## src/rtl/serial_alu_sequencer.sv

```systemverilog
// Bit-serial add/sub/inc/dec sequencer driving a single 1-bit full-adder slice.
// Operands stream LSB first; the sum shifts into result from the MSB end.
module serial_alu_sequencer #(
   parameter int WIDTH = 8
) (
   input  logic             clk,
   input  logic             rst,
   input  logic             start,
   input  logic [1:0]       op,
   input  logic [WIDTH-1:0] a_in,
   input  logic [WIDTH-1:0] b_in,
   output logic             busy,
   output logic             done,
   output logic [WIDTH-1:0] result,
   output logic             carry_out,
   output logic             overflow
);

   localparam int CW = $clog2(WIDTH);
   localparam logic [CW-1:0] LAST = CW'(WIDTH - 1);

   typedef enum logic [1:0] {
      IDLE,
      RUN,
      DONE
   } state_t;

   state_t           state;
   state_t           state_nxt;
   logic             capture;
   logic             last;
   logic [WIDTH-1:0] a_sr;
   logic [WIDTH-1:0] b_sr;
   logic [WIDTH-1:0] b_eff;
   logic             c_init;
   logic             carry;
   logic [CW-1:0]    cnt;
   logic             sum_bit;
   logic             c_next;

   assign last = (cnt == LAST);

   always_ff @(posedge clk or posedge rst) begin
      if (rst) begin
         state <= IDLE;
      end else begin
         state <= state_nxt;
      end
   end

   always_comb begin
      state_nxt = state;
      capture   = 1'b0;
      unique case (state)
         IDLE: begin
            if (start) begin
               capture   = 1'b1;
               state_nxt = RUN;
            end
         end
         RUN: begin
            if (last) begin
               state_nxt = DONE;
            end
         end
         DONE: begin
            // A start in the done cycle chains straight into the next run
            if (start) begin
               capture   = 1'b1;
               state_nxt = RUN;
            end else begin
               state_nxt = IDLE;
            end
         end
         default: state_nxt = IDLE;
      endcase
   end

   always_comb begin
      b_eff  = '0;
      c_init = 1'b0;
      unique case (op)
         2'b00: begin
            b_eff  = b_in;
            c_init = 1'b0;
         end
         2'b01: begin
            b_eff  = ~b_in;
            c_init = 1'b1;
         end
         2'b10: begin
            b_eff  = '0;
            c_init = 1'b1;
         end
         2'b11: begin
            b_eff  = '1;
            c_init = 1'b0;
         end
      endcase
   end

   assign sum_bit = a_sr[0] ^ b_sr[0] ^ carry;
   assign c_next  = (a_sr[0] & b_sr[0]) | (carry & (a_sr[0] ^ b_sr[0]));

   always_ff @(posedge clk or posedge rst) begin
      if (rst) begin
         a_sr      <= '0;
         b_sr      <= '0;
         carry     <= 1'b0;
         cnt       <= '0;
         result    <= '0;
         carry_out <= 1'b0;
         overflow  <= 1'b0;
      end else if (capture) begin
         a_sr  <= a_in;
         b_sr  <= b_eff;
         carry <= c_init;
         cnt   <= '0;
      end else if (state == RUN) begin
         a_sr   <= a_sr >> 1;
         b_sr   <= b_sr >> 1;
         result <= {sum_bit, result[WIDTH-1:1]};
         carry  <= c_next;
         cnt    <= cnt + 1'b1;
         // On the MSB slice, carry still holds the carry into the MSB
         if (last) begin
            carry_out <= c_next;
            overflow  <= carry ^ c_next;
         end
      end
   end

   assign busy = (state == RUN);
   assign done = (state == DONE);

endmodule

```

## config.mk

```make
export PLATFORM = sky130hd
export DESIGN_NAME = serial_alu_sequencer
export DESIGN_NICKNAME = d
export VERILOG_FILES = /design/src/rtl/serial_alu_sequencer.sv
export SDC_FILE = /design/constraint.sdc
export NUM_CORES = 1
export LEC_CHECK = 0
export ABC_AREA = 1
export BUFFER_PORTS_ARGS = -buffer_cell sky130_fd_sc_hd__buf_2
export CORE_MARGIN = 2
export CORE_UTILIZATION = 48
export DETAILED_ROUTE_END_ITERATION = 6
export GPL_TIMING_DRIVEN = 0
export PLACE_DENSITY = 0.74
export SYNTH_ARGS = -nofsm -noshare
export SYNTH_HDL_FRONTEND = slang
export SYNTH_SLANG_ARGS = --single-unit
```

## constraint.sdc

```tcl
create_clock -name clk -period 1.2 [get_ports clk]
set_input_delay 0.24 -clock clk [delete_from_list [all_inputs] [get_ports clk]]
set_output_delay 0.24 -clock clk [all_outputs]
set_load 0.01 [all_outputs]
```

==> results.py, run 1 <==
metrics = {
    "worst_hold_path": {
        "worst_hold_path_type": "in -> reg",
        "hold_start": "a_in[7]",
    },
    "sta": {
        "fin_tns_setup_ps": -544,
        "hold_slack_ps": 98.6,
        "hold_violations": 0,
        "clock_skew_ps": 10.9,
        "period_share_pct": 105,
        "drv_slew": 0,
        "tightest_slew_ps": 443,
        "max-slew-margin-rel_pct": 70.4,
        "rsz0062_at_grt": "true",
        "timing.final.ws_setup_ps": -65.7,
        "timing.final.crit_period_ps": 1270,
        "finalSetupViolations": 15,
        "fmax_mhz": 790,
    },
    "run_status": {
        "violations": "setup timing",
        "status": "finished with violations",
    },
    "routing": {
        "routedWlPerCell_um": 11.3,
        "drt-total-wl_um": 3170,
        "drtAntennaViolNets": 0,
        "first_pass_iters": 4,
        "dr.first_iter.drc_count": 88,
        "via_per_inst": 4.67,
        "dr_total_vias": 1312,
        "drc_errors": 0,
    },
    "synthesis": {
        "synthTopCellsByArea": "dfrtp_1 (51%), nand2_1 (16%), nor2_1 (5.8%)",
        "synth.distinct_cells": 21,
        "ys_warn_count": 0,
        "synth_area_um2": 1560,
        "ys_seq_elements": 32,
        "syn_nets": 215,
        "syn_inst": 188,
        "synth.avg_cell_area_um2": 8.31,
        "synth_top_area_share_pct": 51.3,
        "synth_seq_area_share_pct": 51.3,
        "synth_area_leader_cell": "dfrtp_1",
    },
    "global_route": {
        "grt_pass1_vias": 1170,
        "grt_usage_pct": 19.3,
        "grt_max_degree": 33,
        "overflow": 0,
        "grt_pass1_wl_um": 5180,
        "antenna_found_initial": 0,
    },
    "worst_setup_path": {
        "crit_chain": "inv_2 > nand2_2 > inv_2 > buf_6",
        "critPathKind": "reg -> out",
        "critPathSlowestCell": "dfrtp_1",
        "path_delay_family": "flip-flops",
        "r2r_setup_slack_ps": -50,
        "crit_path_start": "state[1]$_DFFE_PP0P_",
        "worst-path-buf-inv": 3,
        "start_kind": "register",
        "cp_common_cell": "inv_2",
        "endpoint_kind": "output pin",
        "cp_slowest_stage_delay_ps": 390,
        "timing.rr.start": "state[0]$_DFFE_PP0P_",
        "crit_fanout": 3,
        "cp.required_ps": 960,
        "crit_arrival_ps": 1030,
    },
    "cts": {
        "clkSinkCount": 32,
        "insertion_delay_ps": 350,
        "clockBufferDepth": 2,
        "cts_buffers": 5,
        "cts_root_buf": "clkbuf_4",
        "clkTransAtPathRegs_ps": 110,
        "htreeDepth": 2,
        "cts_tree": "built",
    },
    "placed_design": {
        "place_hpwl_um": 2040,
        "place_congestion": 0.724,
        "dp.cells": 264,
        "portBuffers": 32,
        "pre_cts_ws_ps": -159,
    },
    "run": {
        "maxCapViolations": 0,
    },
    "floorplan": {
        "die_area_um2": 3730,
        "fp.dieH_um": 61.0,
        "io_pins": 33,
        "start_util_pct": 50.7,
        "fp-row-count": 20,
        "die_w_um": 61.0,
        "coreArea_um2": 3080,
    },
    "finish": {
        "fin_util_pct": 65.9,
        "num_antenna_cells": 0,
        "nets": 263,
        "area_growth_pct": 29.9,
        "final_cells": 281,
        "drive_gt1_share_pct": 29.5,
    },
    "power_and_ir_drop": {
        "p_leak_nw": 1.05,
        "powerDensity_nw_per_um2": 2570,
        "ir_drop_v": 0.00110,
    },
}
[power by group]
part	switching [mW]	internal, mW	leakage (nW)
logic	1.35	1.14	0.613
registers	0.304	1.59	0.397
clock network	0.393	0.434	0.0412
[path summary, 6_finish.rpt]
kind                                    endpoint  cells after the start
setup / recovery                            busy                      4
hold / removal               a_sr[7]$_DFFE_PP0P_                      3
setup reg to reg             b_sr[0]$_DFFE_PP0P_                      7
hold reg to reg            result[0]$_DFFE_PP0P_                      2
max in group asynchronous    b_sr[3]$_DFFE_PP0P_                      4
min in group asynchronous     cnt[0]$_DFFE_PP0P_                      3
[repair_timing]
action,4_1_cts,5_1_grt
resized for setup,6,14
pin swaps,3,6
cloned,0,2
endpoints found under the hold margin,0,9
setup buffers,4,2
hold buffers,0,1
setup endpoints to repair,4,29
[layer usage]
layer  GRT usage (%)  vias to the layer above  wire [um]
li1                -                      695          -
met1            25.8                      590       1500
met2            29.2                       22       1470
met3            6.30                        5        139
met4            7.45                        0         59
met5               0                        -          0
[per-stage QoR]
| step | power [mW] | instance area [um^2] |
|---|---|---|
| 4_1_cts | 5.00 | 1910 |
| 5_1_grt | 5.67 | 2030 |
| 3_3_place_gp | 3.91 | 1780 |
| 6_report | 5.20 | 2030 |
| 2_1_floorplan | 3.39 | 1560 |
| 3_5_place_dp | 3.95 | 1780 |
[registers in the layout, summed over array words and instances (netlist names)]
register   flops
cnt            3
a_sr           8
overflow       1
b_sr           8
state          2
carry          1
carry_out      1
result         8
[worst reg2reg max path, cell delays in order, from the launching register on]
cell,delay (ps)
dfrtp_1,420
buf_4,160
inv_6,80
nand2_8,90
buf_8,150
nor2_1,90
nand2_1,70
a21oi_2,120
[layout by cell type, fill, tap and decap left out, types with 3 or more instances in the layout]
| master | synthesis | routed |
|---|---|---|
| dfrtp_1 | 32 | 32 |
| buf_2 | 1 | 31 |
| buf_6 | 4 | 4 |
| buf_4 | 1 | 6 |
| ha_1 | 5 | 5 |
| nand3_1 | 8 | 8 |
| nand2_1 | 66 | 65 |
| inv_2 | 2 | 3 |
| nor2_1 | 24 | 23 |
| inv_1 | 9 | 6 |
| o21ai_0 | 14 | 12 |
| clkbuf_4 | 0 | 5 |
| a21oi_1 | 8 | 6 |
| o21ai_1 | 5 | 7 |
[synth_stat cells]
| cell type | number |
|---|---|
| xor2_1 | 1 |
| buf_6 | 4 |
| inv_4 | 1 |
| buf_4 | 1 |
| fa_1 | 1 |
| nand2_2 | 1 |
| nor2_1 | 24 |
| nand3_1 | 8 |
| nand2_4 | 2 |
| buf_2 | 1 |
| o21ai_1 | 5 |
| nor2_2 | 1 |
| o21ai_0 | 14 |
| o211ai_1 | 1 |
| ha_1 | 5 |
| a21oi_1 | 8 |
| nand2_1 | 66 |
| inv_2 | 2 |
| inv_1 | 9 |
| o21ai_2 | 1 |
| dfrtp_1 | 32 |
[logic make-up after synthesis]
family                   Yosys count  share of synthesized area (%)
AO/OA/AOI/OAI                     29                           9.70
adder cells (fa/ha/maj)            6                           5.29
flip-flops                        32                           51.3
XOR/XNOR                           1                          0.561
AND/OR/NAND/NOR                  102                           26.4
buffers and inverters             18                           6.73
[layout make-up]
type,count,area (um^2)
clock inverter,3,42.5
inverter,12,55.1
tap,44,55.1
fill,276,1050
clock buffer,5,37.5
sequential,32,801
timing repair buffer,41,278
multi-input combinational,139,699
buffer,5,60.1
No activity file was read; power rests on OpenSTA's default activity.
==> inputs of run 2 (changes only) <==
- CORE_MARGIN: 2 -> 5
==> results.py, run 2 (synthesis results as in run 1) <==
metrics = {
    "run_status": {
        "status": "finished with violations",
        "violations": "setup timing",
    },
    "power_and_ir_drop": {
        "intPower_mw": 3.61,
        "powerDensity_nw_per_um2": 2670,
        "power_frac_seq_pct": 32.6,
        "p_sw_share_pct": 40.3,
        "p_leak_nw": 1.15,
        "comb_power_share_pct": 56.7,
        "switchingPower_mw": 2.44,
        "finalPower_mw": 6.05,
        "power_frac_clock_pct": 10.7,
        "ir_drop_v": 0.00139,
    },
    "finish": {
        "final_cell_area_um2": 2270,
        "top_regs": "a_sr x8, b_sr x8, result x8",
        "layout_common_cells": "nand2_1 (55), dfrtp_1 (32), buf_2 (31)",
        "fillers": 240,
        "nets": 273,
        "layout_commonest_cell": "nand2_1",
        "drive_gt1_share_pct": 43.3,
        "fin_util_pct": 73.6,
        "num_antenna_cells": 0,
        "area_growth_pct": 45.1,
        "final_cells": 291,
    },
    "sta": {
        "timing.final.ws_setup_ps": -175,
        "tightest_slew_ps": 411,
        "max-slew-margin-rel_pct": 72.5,
        "rsz0062_at_grt": "true",
        "hold_violations": 0,
        "period_share_pct": 115,
        "clock_skew_ps": 9.33,
        "timing.final.crit_period_ps": 1380,
        "finalSetupViolations": 28,
        "fmax_mhz": 727,
        "drv_slew": 0,
    },
    "cts": {
        "cts_buffers": 5,
        "htreeDepth": 2,
        "insertion_delay_ps": 340,
        "cts_root_buf": "clkbuf_4",
        "clkSinkCount": 32,
        "clockBufferDepth": 2,
        "clkTransAtPathRegs_ps": 100,
        "cts_tree": "built",
    },
    "worst_setup_path": {
        "crit_path_start": "state[0]$_DFFE_PP0P_",
        "worst-path-buf-inv": 3,
        "cp_common_cell": "buf_6",
        "critPathCapture": "busy",
        "r2r_end": "carry_out$_DFFE_PP0P_",
        "path_delay_family": "flip-flops",
        "start_kind": "register",
        "timing.rr.start": "state[1]$_DFFE_PP0P_",
        "crit_fanout": 2,
        "r2r_setup_slack_ps": -110,
        "cp_slowest_stage_delay_ps": 430,
        "path_depth": 4,
        "endpoint_kind": "output pin",
        "worst_r2r_path_depth": 8,
        "critPathSlowestCell": "dfrtp_1",
        "cp.required_ps": 960,
        "critPathKind": "reg -> out",
        "crit_chain": "nand2_2 > inv_2 > buf_6 > buf_6",
        "crit_arrival_ps": 1140,
    },
    "floorplan": {
        "io_pins": 33,
        "fp-row-count": 20,
        "start_util_pct": 50.7,
        "die_area_um2": 4490,
        "fp.dieH_um": 67.0,
        "die_w_um": 67.0,
        "coreArea_um2": 3080,
    },
    "routing": {
        "drtAntennaViolNets": 0,
        "first_pass_iters": 4,
        "via_per_inst": 4.83,
        "drc_errors": 0,
        "dr.first_iter.drc_count": 108,
        "dr_total_vias": 1406,
        "routedWlPerCell_um": 12.9,
        "drt-total-wl_um": 3750,
    },
    "global_route": {
        "grt_pass1_vias": 1305,
        "grt_pass1_wl_um": 5510,
        "grt_max_degree": 33,
        "antenna_found_initial": 0,
        "grt_usage_pct": 16.3,
        "overflow": 0,
    },
    "placed_design": {
        "place_congestion": 0.729,
        "place_area_um2": 1780,
        "dp.cells": 264,
        "pre_cts_ws_ps": -160,
        "place_hpwl_um": 2190,
        "portBuffers": 32,
    },
    "worst_hold_path": {
        "worst_hold_path_type": "in -> reg",
    },
    "run": {
        "maxCapViolations": 0,
    },
}
-- run 2: changes by cell type in the layout (fill, tap and decap cells not counted), moves of 4 or more --
cell,before,now
o21ai_1,7,1
nand2_2,2,11
buf_4,6,11
o21ai_0,12,8
o21ai_2,1,10
nand2_1,65,55
-- run 2: power groups by stage --
stage	Sequential, mW	Combinational, mW	Clock, mW
6_report	1.97	3.43	0.647
5_1_grt	2.03	3.80	0.699
4_1_cts	1.89	2.34	0.655
3_5_place_dp	1.91	2.06	0
3_3_place_gp	1.90	2.01	0
2_1_floorplan	1.93	1.46	0
-- run 2: cell type report --
type	instances	area (um^2)	share of cell area, %
multi-input combinational	138	810	35.7
sequential	32	801	35.3
timing repair buffer	52	410	18.1
buffer	5	76.3	3.37
clock buffer	8	58.8	2.60
inverter	12	55.1	2.43
tap	44	55.1	2.43
-- run 2: worst register-to-register path, delay by kind of cell (launching register included) --
family                 cells  cell delay [ps]
AND/OR/NAND/NOR            2              130
AO/OA/AOI/OAI              1              110
flip-flops                 1              380
buffers and inverters      5              620
-- run 2: worst min-delay path by stage --
stage            start                  end  slack, ps  cells past startpoint
3_5_place_dp   a_in[7]  a_sr[7]$_DFFE_PP0P_        450                      3
4_1_cts        a_in[7]  a_sr[7]$_DFFE_PP0P_        100                      3
3_3_place_gp   a_in[7]  a_sr[7]$_DFFE_PP0P_        440                      3
2_1_floorplan      rst  a_sr[0]$_DFFE_PP0P_        360                      1
6_report       a_in[7]  a_sr[7]$_DFFE_PP0P_        100                      3
5_1_grt        a_in[7]  a_sr[7]$_DFFE_PP0P_        110                      3
-- run 2: stage by stage --
stage	hold slack, ps	TNS [ps]
3_3_place_gp	440	-6810
3_5_place_dp	451	-6050
2_1_floorplan	356	0
4_1_cts	97.2	-264
6_report	100	-1590
5_1_grt	107	-3400
-- run 2: repair_timing --
action | in CTS | in global routing
hold buffers | 0 | 1
endpoints found under the hold margin | 0 | 7
gates resized for setup | 10 | 55
buffers inserted | 4 | 11
setup endpoints to repair | 4 | 28
gates cloned | 0 | 3
pin swaps | 5 | 10
-- run 2: metal layers --
layer	vias up	wire [um]	global-route usage, %
met5	-	0	0
met4	0	77	7.59
met3	9	176	4.22
met2	34	1910	27.5
met1	653	1580	19.2
li1	710	-	-
==> inputs of run 3 (changes only) <==
- CORE_UTILIZATION: 48 -> 53
- PLACE_DENSITY: 0.74 -> 0.78
- clock period: 1.2 -> 1.3 ns (I/O delays scaled with it)
==> results.py, run 3 (synthesis results as in run 1) <==
metrics = {
    "run_status": {
        "status": "completed",
    },
    "floorplan": {
        "start_util_pct": 56.1,
        "io_pins": 33,
        "coreArea_um2": 2780,
        "die_w_um": 64.3,
        "fp.dieH_um": 64.3,
        "fp-row-count": 19,
        "die_area_um2": 4130,
    },
    "sta": {
        "hold_violations": 0,
        "rsz0062_at_grt": "true",
        "timing.final.crit_period_ps": 1260,
        "tightest_slew_ps": 1160,
        "max-slew-margin-rel_pct": 22.3,
        "drv_slew": 0,
        "clock_skew_ps": 3.16,
        "period_share_pct": 97.1,
        "hold_slack_ps": 135,
        "finalSetupViolations": 0,
        "fmax_mhz": 793,
    },
    "cts": {
        "insertion_delay_ps": 320,
        "cts_buffers": 5,
        "clockBufferDepth": 2,
        "cts_tree": "built",
        "cts_root_buf": "clkbuf_4",
        "htreeDepth": 2,
        "clkSinkCount": 32,
        "clkTransAtPathRegs_ps": 90,
        "hold_buffers": 0,
    },
    "finish": {
        "layout_common_cells": "nand2_1 (66), dfrtp_1 (32), buf_2 (31)",
        "top_regs": "a_sr x8, b_sr x8, result x8",
        "drive_gt1_share_pct": 27.1,
        "regArea_um2": 801,
        "layout_commonest_cell": "nand2_1",
        "num_antenna_cells": 0,
        "multi_input_area_um2": 679,
        "fillers": 249,
        "final_cell_area_um2": 1910,
        "final_cells": 267,
        "area_growth_pct": 22.6,
        "nets": 262,
    },
    "worst_setup_path": {
        "crit_fanout": 3,
        "start_kind": "register",
        "crit_chain": "nand2_2 > inv_2 > buf_6",
        "cp.required_ps": 1040,
        "critPathSlowestCell": "dfrtp_1",
        "crit_arrival_ps": 1000,
        "cp_slowest_stage_delay_ps": 420,
        "critPathKind": "reg -> out",
        "endpoint_kind": "output pin",
    },
    "placed_design": {
        "dp.cells": 251,
        "place_area_um2": 1760,
        "place_congestion": 0.766,
        "portBuffers": 32,
        "place_hpwl_um": 2360,
    },
    "power_and_ir_drop": {
        "finalPower_mw": 4.59,
        "ir_drop_v": 0.00181,
        "powerDensity_nw_per_um2": 2400,
        "p_leak_nw": 1.01,
    },
    "global_route": {
        "grt_pass1_vias": 1376,
        "grt_max_degree": 33,
        "antenna_found_initial": 0,
        "grt_pass1_wl_um": 5760,
        "grt_usage_pct": 17.5,
        "overflow": 0,
    },
    "routing": {
        "first_pass_iters": 4,
        "drt-total-wl_um": 3310,
        "routedWlPerCell_um": 12.4,
        "via_per_inst": 5.27,
        "dr.first_iter.drc_count": 83,
        "dr_total_vias": 1406,
        "drc_errors": 0,
        "drtAntennaViolNets": 0,
    },
    "run": {
        "maxCapViolations": 0,
    },
    "worst_hold_path": {
        "worst_hold_path_type": "in -> reg",
    },
}
## run 3: cell count changes in the layout (fill, tap and decap cells not counted), moves of 3 or more
cell,before,now
clkbuf_16,3,0
nand3_1,5,8
nand2_1,55,66
o21ai_1,1,6
nor2_1,20,24
nand2_2,11,1
o21ai_2,10,1
buf_8,4,0
o21ai_0,8,13
nor2_4,3,0
nand3_2,3,0
## run 3: path summary, 6_finish.rpt
| kind | startpoint | endpoint | slack (ps) | cells after the start |
|---|---|---|---|---|
| max reg2reg | state[0]$_DFFE_PP0P_ | b_sr[0]$_DFFE_PP0P_ | 80 | 7 |
| min reg2reg | cnt[1]$_DFFE_PP0P_ | cnt[1]$_DFFE_PP0P_ | 490 | 2 |
| min in group asynchronous | rst | a_sr[2]$_DFFE_PP0P_ | 220 | 2 |
| max in group asynchronous | rst | result[3]$_DFFE_PP0P_ | 380 | 2 |
| min | a_in[7] | a_sr[7]$_DFFE_PP0P_ | 130 | 3 |
| max | state[0]$_DFFE_PP0P_ | busy | 40 | 3 |
## run 3: through the flow
stage / setup TNS, ps / setup slack, ps / util (%)
detailed placement: -2990 / -82.7 / 63.3
global route: -64.8 / -32.1 / 68.8
CTS: -50.0 / -50.0 / 66.9
global placement: -553 / -18.3 / 63.3
floorplan: 0 / 82.2 / -
finish: 0 / 38.3 / 68.8
## run 3: cell type report
| cell class | count | area share (%) |
|---|---|---|
| flip-flops and latches | 32 | 41.8 |
| multi-input cells | 138 | 35.5 |
| repair buffers | 41 | 12.2 |
| clock buffers | 8 | 3.07 |
| plain buffers | 5 | 2.75 |
| inverters | 12 | 2.61 |
| well taps | 31 | 2.03 |
## run 3: repair_timing
item,CTS,global route
pin swaps,1,3
setup buffers,4,5
gates resized for setup,5,6
cloned,0,0
setup endpoints to repair,1,15
## run 3: routing by layer
metal / vias to the layer above / wire length [um] / part of all wire, % / track usage [%]
li1: 688 / - / - / -
met2: 42 / 1700 / 51 / 28.9
met1: 670 / 1380 / 42 / 20.3
met4: 0 / 46 / 1.4 / 8.14
met5: - / 0 / 0 / 0
met3: 6 / 179 / 5.4 / 5.95
## run 3: worst max-delay path: cells and delay by family (launching register included)
family / cells / cell delay, ps
buffers and inverters: 2 / 160
flip-flops: 1 / 420
AND/OR/NAND/NOR: 1 / 90
## run 3: power by group
group	internal, mW	switching, mW	total, mW
Clock	0.267	0.318	0.584
Sequential	1.47	0.278	1.74
Combinational	1.02	1.24	2.26
